`src/rtl/alu_pkg.sv`:
```
// rtl/alu_pkg.sv - shared opcode/state enums and immediate field positions for the execute unit
package alu_pkg;

    typedef enum logic [2:0] {
        OP_ADD  = 3'd0,
        OP_ADDI = 3'd1,
        OP_SUB  = 3'd2,
        OP_NAND = 3'd3,
        OP_BNE  = 3'd4,
        OP_LW   = 3'd5,
        OP_SW   = 3'd6,
        OP_J    = 3'd7
    } alu_op_e;

    typedef enum logic [1:0] {
        ST_IDLE   = 2'd0,
        ST_SETUP  = 2'd1,
        ST_ACCESS = 2'd2,
        ST_RESP   = 2'd3
    } exec_state_e;

    localparam int ADDI_SIGN_BIT = 6;
    localparam int ADDI_MAG_MSB  = 5;
    localparam int BNE_SIGN_BIT  = 12;
    localparam int BNE_HI_MSB    = 11;
    localparam int BNE_HI_LSB    = 10;
    localparam int BNE_LO_MSB    = 3;
    localparam int OFF7_MSB      = 6;
    localparam int SW_HI_MSB     = 12;
    localparam int SW_HI_LSB     = 10;
    localparam int SW_LO_MSB     = 3;

endpackage

```
`src/rtl/alu_arith.sv`:
```
// rtl/alu_arith.sv - combinational ALU datapath and LW/SW effective address generation
module alu_arith
    import alu_pkg::*;
#(
    parameter int DATA_W = 16,
    parameter int ADDR_W = 16
) (
    input  logic [2:0]        alu_sel,
    input  logic [DATA_W-1:0] reg1,
    input  logic [DATA_W-1:0] reg2,
    input  logic [15:0]       ir,
    output logic [DATA_W-1:0] result,
    output logic [ADDR_W-1:0] addr
);

    logic [DATA_W-1:0] mag_addi;
    logic [DATA_W-1:0] mag_bne;
    logic [DATA_W-1:0] off_lw;
    logic [DATA_W-1:0] off_sw;
    logic              unused_ir;

    assign mag_addi  = DATA_W'(reg2[ADDI_MAG_MSB:0]);
    assign mag_bne   = DATA_W'({reg2[BNE_HI_MSB:BNE_HI_LSB], reg2[BNE_LO_MSB:0]});
    assign off_lw    = DATA_W'(reg2[OFF7_MSB:0]);
    assign off_sw    = DATA_W'({ir[SW_HI_MSB:SW_HI_LSB], ir[SW_LO_MSB:0]});
    assign unused_ir = ^{ir[15:13], ir[9:4]};

    // For LW/SW the result carries the effective address rather than writeback data
    always_comb begin
        result = '0;
        case (alu_op_e'(alu_sel))
            OP_ADD:  result = reg1 + reg2;
            OP_ADDI: result = reg2[ADDI_SIGN_BIT] ? reg1 - mag_addi : reg1 + mag_addi;
            OP_SUB:  result = reg1 - reg2;
            OP_NAND: result = ~(reg1 & reg2);
            OP_BNE:  result = reg2[BNE_SIGN_BIT] ? reg1 - mag_bne : reg1 + mag_bne;
            OP_LW:   result = reg1 + off_lw;
            OP_SW:   result = reg1 + off_sw;
            OP_J:    result = reg1 + off_lw;
            default: result = '0;
        endcase
    end

    assign addr = result[ADDR_W-1:0];

endmodule

```
`src/rtl/alu_apb_exec.sv`:
```
// rtl/alu_apb_exec.sv - execute unit with issue handshake, APB master for LW/SW and wait-state timeout
module alu_apb_exec
    import alu_pkg::*;
#(
    parameter int DATA_W      = 16,
    parameter int ADDR_W      = 16,
    parameter int TIMEOUT_CYC = 64
) (
    input  logic              clk,
    input  logic              reset,
    input  logic              op_valid,
    output logic              op_ready,
    input  logic [2:0]        alu_sel,
    input  logic [DATA_W-1:0] reg1,
    input  logic [DATA_W-1:0] reg2,
    input  logic [15:0]       ir,
    output logic              res_valid,
    output logic [DATA_W-1:0] res_data,
    output logic              res_err,
    output logic [ADDR_W-1:0] paddr,
    output logic              psel,
    output logic              penable,
    output logic              pwrite,
    output logic [DATA_W-1:0] pwdata,
    input  logic [DATA_W-1:0] prdata,
    input  logic              pready,
    input  logic              pslverr
);

    localparam int CNT_W = $clog2(TIMEOUT_CYC + 2);
    localparam logic [CNT_W-1:0] LAST_WAIT = CNT_W'(TIMEOUT_CYC - 1);

    exec_state_e       state, state_nx;
    logic [CNT_W-1:0]  wait_cnt, wait_cnt_nx;
    logic              psel_nx, penable_nx, pwrite_nx;
    logic [ADDR_W-1:0] paddr_nx;
    logic [DATA_W-1:0] pwdata_nx;
    logic              res_valid_nx, res_err_nx;
    logic [DATA_W-1:0] res_data_nx;
    logic [DATA_W-1:0] arith_result;
    logic [ADDR_W-1:0] arith_addr;
    alu_op_e           op;

    alu_arith #(
        .DATA_W (DATA_W),
        .ADDR_W (ADDR_W)
    ) u_arith (
        .alu_sel (alu_sel),
        .reg1    (reg1),
        .reg2    (reg2),
        .ir      (ir),
        .result  (arith_result),
        .addr    (arith_addr)
    );

    assign op       = alu_op_e'(alu_sel);
    assign op_ready = (state == ST_IDLE);

    always_comb begin
        state_nx     = state;
        wait_cnt_nx  = wait_cnt;
        psel_nx      = psel;
        penable_nx   = penable;
        pwrite_nx    = pwrite;
        paddr_nx     = paddr;
        pwdata_nx    = pwdata;
        res_valid_nx = 1'b0;
        res_err_nx   = 1'b0;
        res_data_nx  = res_data;
        case (state)
            ST_IDLE: begin
                if (op_valid) begin
                    if (op == OP_LW || op == OP_SW) begin
                        state_nx    = ST_SETUP;
                        wait_cnt_nx = '0;
                        psel_nx     = 1'b1;
                        pwrite_nx   = (op == OP_SW);
                        paddr_nx    = arith_addr;
                        pwdata_nx   = (op == OP_SW) ? reg2 : '0;
                    end else begin
                        res_valid_nx = 1'b1;
                        res_data_nx  = arith_result;
                    end
                end
            end
            ST_SETUP: begin
                state_nx   = ST_ACCESS;
                penable_nx = 1'b1;
            end
            ST_ACCESS: begin
                if (pready) begin
                    state_nx     = ST_RESP;
                    psel_nx      = 1'b0;
                    penable_nx   = 1'b0;
                    res_valid_nx = 1'b1;
                    res_err_nx   = pslverr;
                    res_data_nx  = pwrite ? '0 : prdata;
                end else if (TIMEOUT_CYC > 0 && wait_cnt == LAST_WAIT) begin
                    // Last permitted wait cycle expired without PREADY
                    state_nx     = ST_RESP;
                    psel_nx      = 1'b0;
                    penable_nx   = 1'b0;
                    res_valid_nx = 1'b1;
                    res_err_nx   = 1'b1;
                    res_data_nx  = '0;
                end else begin
                    wait_cnt_nx = wait_cnt + 1'b1;
                end
            end
            ST_RESP: begin
                state_nx = ST_IDLE;
            end
            default: begin
                state_nx = ST_IDLE;
            end
        endcase
    end

    always_ff @(posedge clk or negedge reset) begin
        if (!reset) begin
            state     <= ST_IDLE;
            wait_cnt  <= '0;
            psel      <= 1'b0;
            penable   <= 1'b0;
            pwrite    <= 1'b0;
            paddr     <= '0;
            pwdata    <= '0;
            res_valid <= 1'b0;
            res_err   <= 1'b0;
            res_data  <= '0;
        end else begin
            state     <= state_nx;
            wait_cnt  <= wait_cnt_nx;
            psel      <= psel_nx;
            penable   <= penable_nx;
            pwrite    <= pwrite_nx;
            paddr     <= paddr_nx;
            pwdata    <= pwdata_nx;
            res_valid <= res_valid_nx;
            res_err   <= res_err_nx;
            res_data  <= res_data_nx;
        end
    end

endmodule

```
`config.mk`:
```
export PLATFORM = sky130hd
export DESIGN_NAME = alu_apb_exec
export DESIGN_NICKNAME = d
export VERILOG_FILES = /design/src/rtl/alu_pkg.sv /design/src/rtl/alu_arith.sv /design/src/rtl/alu_apb_exec.sv
export SDC_FILE = /design/constraint.sdc
export NUM_CORES = 1
export LEC_CHECK = 0
export CAP_MARGIN = 30
export CORE_ASPECT_RATIO = 0.6
export CORE_UTILIZATION = 45
export DETAILED_ROUTE_END_ITERATION = 6
export PLACE_DENSITY = 0.78
export SYNTH_ARGS = -nofsm -noshare
export SYNTH_HDL_FRONTEND = slang
export SYNTH_SLANG_ARGS = --single-unit
```
`constraint.sdc`:
```
create_clock -name clk -period 1.96 [get_ports clk]
set_clock_uncertainty 0.15 [all_clocks]
set_input_delay 0.294 -clock clk [delete_from_list [all_inputs] [get_ports clk]]
set_output_delay 0.294 -clock clk [all_outputs]
set_load 0.01 [all_outputs]
```
==> results by group <==
Run status
  • Status: complete, but fails checks
  • Failing checks: design-rule violations, negative setup slack

Logic synthesis
  • Gate Count Post-Synth: 620
  • Mean Syn Cell Area: 7.88 um^2
  • Post-synth ARST share: between 90% and 100%
  • Ys flop type: dfrtp_1
  • YS warnings: 0
  • Yosys cell types: 77
  • Syn nets: between 700 and 800
  • Mapped cell area: 4880 um^2
  • Post-synth EDFFs: 0
  • #FFs+latches synth: 62
  • Register area share after synthesis: 31.8%

Power and ir drop
  • Pwr dens: 1070 nW/um^2
  • Leak Pwr: 4.09 nW
  • VDD IR max: 1.07 mV

Floorplan
  • DIE HEIGHT: between 80 and 90 um
  • Die X: between 100 and 150 um
  • Starting Density: 46.2%
  • CORE AREA: 10600 um^2
  • # IOs: 126
  • Row cnt: 29
  • Die footprint: 11300 um^2

Finish
  • FF/Latch Area: 1550 um^2
  • Fin util: between 80 and 90%
  • Post-route cell area: 9360 um^2
  • Share of layout cells above drive strength 1: 44.7%
  • Multi-input gate area: 3990 um^2
  • Layout area overhead: 91.6%
  • Final std cells w/o fill: 1088
  • Fill cell count: 442
  • Nets: 1040

Routing
  • Overall routed net length: 30000 um
  • DRC viols: 147
  • Vias/cell: between 6 and 7
  • Wirelength per Cell: 27.6 um
  • First-pass DRT Iterations: 7
  • Final ANT Viol Nets: 0
  • 1st-iter DRT viols: 1022
  • Vias: 7362

Clock network
  • Root buf cell: clkbuf_16
  • # H-tree levels: 3
  • Clk sinks: 62
  • Num CTS Buffers: 9
  • TritonCTS clock tree: done
  • Max clock buf depth: 2
  • Clk pin slew, worst setup/hold paths: 60 ps
  • Clk_lat worst skew: 360 ps

Placed design
  • Pre-CTS worst setup slack: -3150 ps
  • GPL Wtd Cong: approximately 0.96
  • Dpl cells: 1009
  • Dpl hpwl: 15300 um
  • Placed inst area: 7540 um^2
  • Port bufs: 116

Timing
  • Final min period: between 4000 and 5000 ps
  • Fmax: 215 MHz
  • Actual slew at the worst max-slew pin: 509 ps
  • Endpoints failing hold: 0
  • Fin crit share: 238%
  • Count of final setup violators: 57
  • Hold slack final: around 230 ps
  • Slew headroom: 66.0%
  • Min setup slack post-route: -2700 ps
  • Slew Viols, Final: 0
  • RSZ-0062 raised after global routing: true

Critical path
  • Crit path buffers/inverters: 5
  • FF-to-FF Start: wait_cnt[0]$_DFFE_PN0P_
  • CP max-delay cell: clkdlybuf4s50_1
  • CP peak stage delay: 590 ps
  • Crit-path cells: clkdlybuf4s50_1 -> buf_4 -> or3_1 -> o31ai_1 -> o311ai_1 -> buf_4 -> nor3_2 -> and2_4 -> nor2_1 -> o21ai_1 -> ha_1 -> and2_4 -> buf_6 -> buf_6 -> o21ai_4 -> o31ai_4 -> o21ba_4 -> a21o_1 -> a21oi_2 -> xnor2_1 -> a21oi_2 -> o221ai_1
  • R2R setup slack: -290 ps
  • Crit path kind: input pin to register
  • Worst path required time: 2020 ps
  • Crit. Startpoint: reg2[4]
  • Worst Path Arrival: 4720 ps
  • FF-to-FF path depth: 10
  • Worst setup EP type: register
  • Critical path depth: 22
  • Startpoint types: input pin
  • Delay-heaviest family, CP: compound AO/OA/AOI/OAI gates
  • Worst Setup EP: res_data[14]$_DFFE_PN0P_
  • R2r endpoint: wait_cnt[4]$_DFFE_PN0P_
  • Crit path max fanout: 5

GRT
  • Grt ovf: 0
  • Vias in the first global route: ~6400
  • Largest net degree at the start of global routing: 63
  • All-Layer GR Usage: 42.9%
  • Antenna violations before repair: 2
  • First-pass GRT wire length: roughly 35000 um

Worst hold path
  • Hold Path Class: input pin to register

Run
  • Max Cap Violations: 0
==> kinds of logic (layout without fill, tap and decap cells) <==
logic type	count (synthesis)	in the layout	share of synthesized area, %
flip-flops	62	62	31.8
adder cells (fa/ha/maj)	26	26	6.82
multiplexers	10	10	2.13
other	0	2	0
AO/OA/AOI/OAI	198	198	25.1
buffers and inverters	58	385	4.84
AND/OR/NAND/NOR	236	236	24.0
XOR/XNOR	30	30	5.38
==> cell usage in the layout, fill, tap and decap left out, types with 5 or more instances in the layout <==
cell / instances
o21ai_2: 15
a21o_1: 6
inv_2: 5
nand2_1: 63
o21ai_0: 23
buf_12: 7
ha_4: 8
inv_1: 13
a21oi_1: 40
o21ai_1: 21
xor2_1: 8
clkbuf_16: 9
xnor2_1: 10
ha_2: 6
or3_1: 6
a21oi_2: 19
clkdlybuf4s50_1: 106
nor2_1: 52
nor2_2: 9
nand3_1: 15
buf_6: 32
buf_4: 188
nand2b_1: 9
dfrtp_1: 62
ha_1: 11
nor3_1: 8
xor2_2: 5
nor2_4: 10
nand2_2: 6
o21ai_4: 5
xnor2_2: 5
o31ai_1: 8
==> state kept, by name, indices dropped and copies added (netlist names) <==
signal and flops:
penable 1, res_valid 1, state 2, res_err 1, pwdata 16, res_data 16
wait_cnt 7, pwrite 1, psel 1, paddr 16
==> routing by layer <==
| layer | part of all wire [%] | wire length, um | up-vias | track usage, % |
|---|---|---|---|---|
| met5 | 0.30 | 89 | - | 0 |
| met4 | 8.0 | 2390 | 4 | 18.8 |
| met3 | 15 | 4440 | 263 | 16.1 |
| met2 | 41 | 12300 | 791 | 66.6 |
| met1 | 36 | 10700 | 3434 | 53.6 |
| li1 | - | - | 2870 | - |
==> where the power goes <==
part | total [W] | internal [W] | switching, W
Clock | 0.00182 | 0.00111 | 0.000709
Combinational | 0.00606 | 0.00305 | 0.00301
Sequential | 0.00214 | 0.00177 | 0.000371
==> synth_stat cells, types with 2 or more instances <==
cell type / instances / area, um^2
a31oi_1: 4 / 25.0
a21boi_0: 2 / 15.0
nor2_1: 71 / 267
and2_1: 5 / 31.3
a22o_1: 3 / 26.3
a21o_1: 6 / 45.0
o31a_1: 4 / 35.0
nand4_1: 3 / 18.8
nand2b_1: 9 / 56.3
or4_1: 2 / 15.0
nand3b_1: 3 / 22.5
o21bai_1: 2 / 15.0
or2_2: 6 / 37.5
dfrtp_1: 62 / 1550
ha_1: 25 / 313
a211oi_1: 3 / 22.5
nand2_1: 69 / 259
inv_1: 19 / 71.3
nor4_2: 2 / 25.0
mux2i_1: 7 / 70.1
nand3_1: 20 / 100
o31ai_1: 14 / 105
nor2b_1: 5 / 31.3
a21oi_1: 63 / 315
nor3_2: 3 / 30.0
or3_1: 10 / 62.6
a2bb2oi_1: 2 / 17.5
o21a_1: 4 / 30.0
a221o_1: 3 / 30.0
a22oi_1: 3 / 22.5
buf_1: 2 / 7.51
or3b_1: 2 / 17.5
mux2_1: 2 / 22.5
o211a_1: 2 / 20.0
o21ai_0: 61 / 305
xnor2_1: 17 / 149
clkbuf_1: 25 / 93.8
nor3_1: 11 / 55.1
nor4_1: 2 / 12.5
inv_2: 2 / 7.51
buf_2: 9 / 45.0
xor2_1: 13 / 114
o21ai_1: 3 / 15.0
a31o_2: 2 / 17.5
==> repair_timing <==
item / 4_1_cts / 5_1_grt
gates resized for setup: 122 / 133
buffers inserted: 33 / 30
pin swaps: 52 / 74
setup endpoints to repair: 61 / 55
gates cloned: 5 / 0
hold buffers: 1 / 0
hold endpoints to repair: 62 / 0
==> layout make-up <==
class	instances	area share [%]
flip-flops and latches	62	16.6
repair buffers	348	34.4
inverters	21	1.06
well taps	139	1.86
clock buffers	10	2.45
diodes	2	0.0535
multi-input cells	500	42.7
clock inverters	6	0.923
==> tightest hold or removal path, stage by stage <==
cell	delay, ps
clkdlybuf4s15_2	220
nand2_1	90
o21ai_2	80
==> how the worst min path moves through the flow <==
stage,from,to,slack [ps],depth (start not counted)
floorplan,reset,paddr[0]$_DFFE_PN0P_,-150,0
global placement,reset,wait_cnt[2]$_DFFE_PN0P_,170,2
detailed placement,reset,wait_cnt[2]$_DFFE_PN0P_,180,2
CTS,reg2[2],pwdata[2]$_DFFE_PN0P_,230,3
global route,reg2[2],pwdata[2]$_DFFE_PN0P_,220,3
finish,reg2[2],pwdata[2]$_DFFE_PN0P_,230,3
==> through the flow <==
step / setup TNS (ps) / total power (W)
3_5_place_dp: -104170 / 0.00627
2_1_floorplan: -48240 / 0.00406
4_1_cts: -58260 / 0.00881
6_report: -69890 / 0.0100
3_3_place_gp: -100000 / 0.00610
5_1_grt: -76060 / 0.0104
Note: power is estimated with default switching activity, not from simulation.
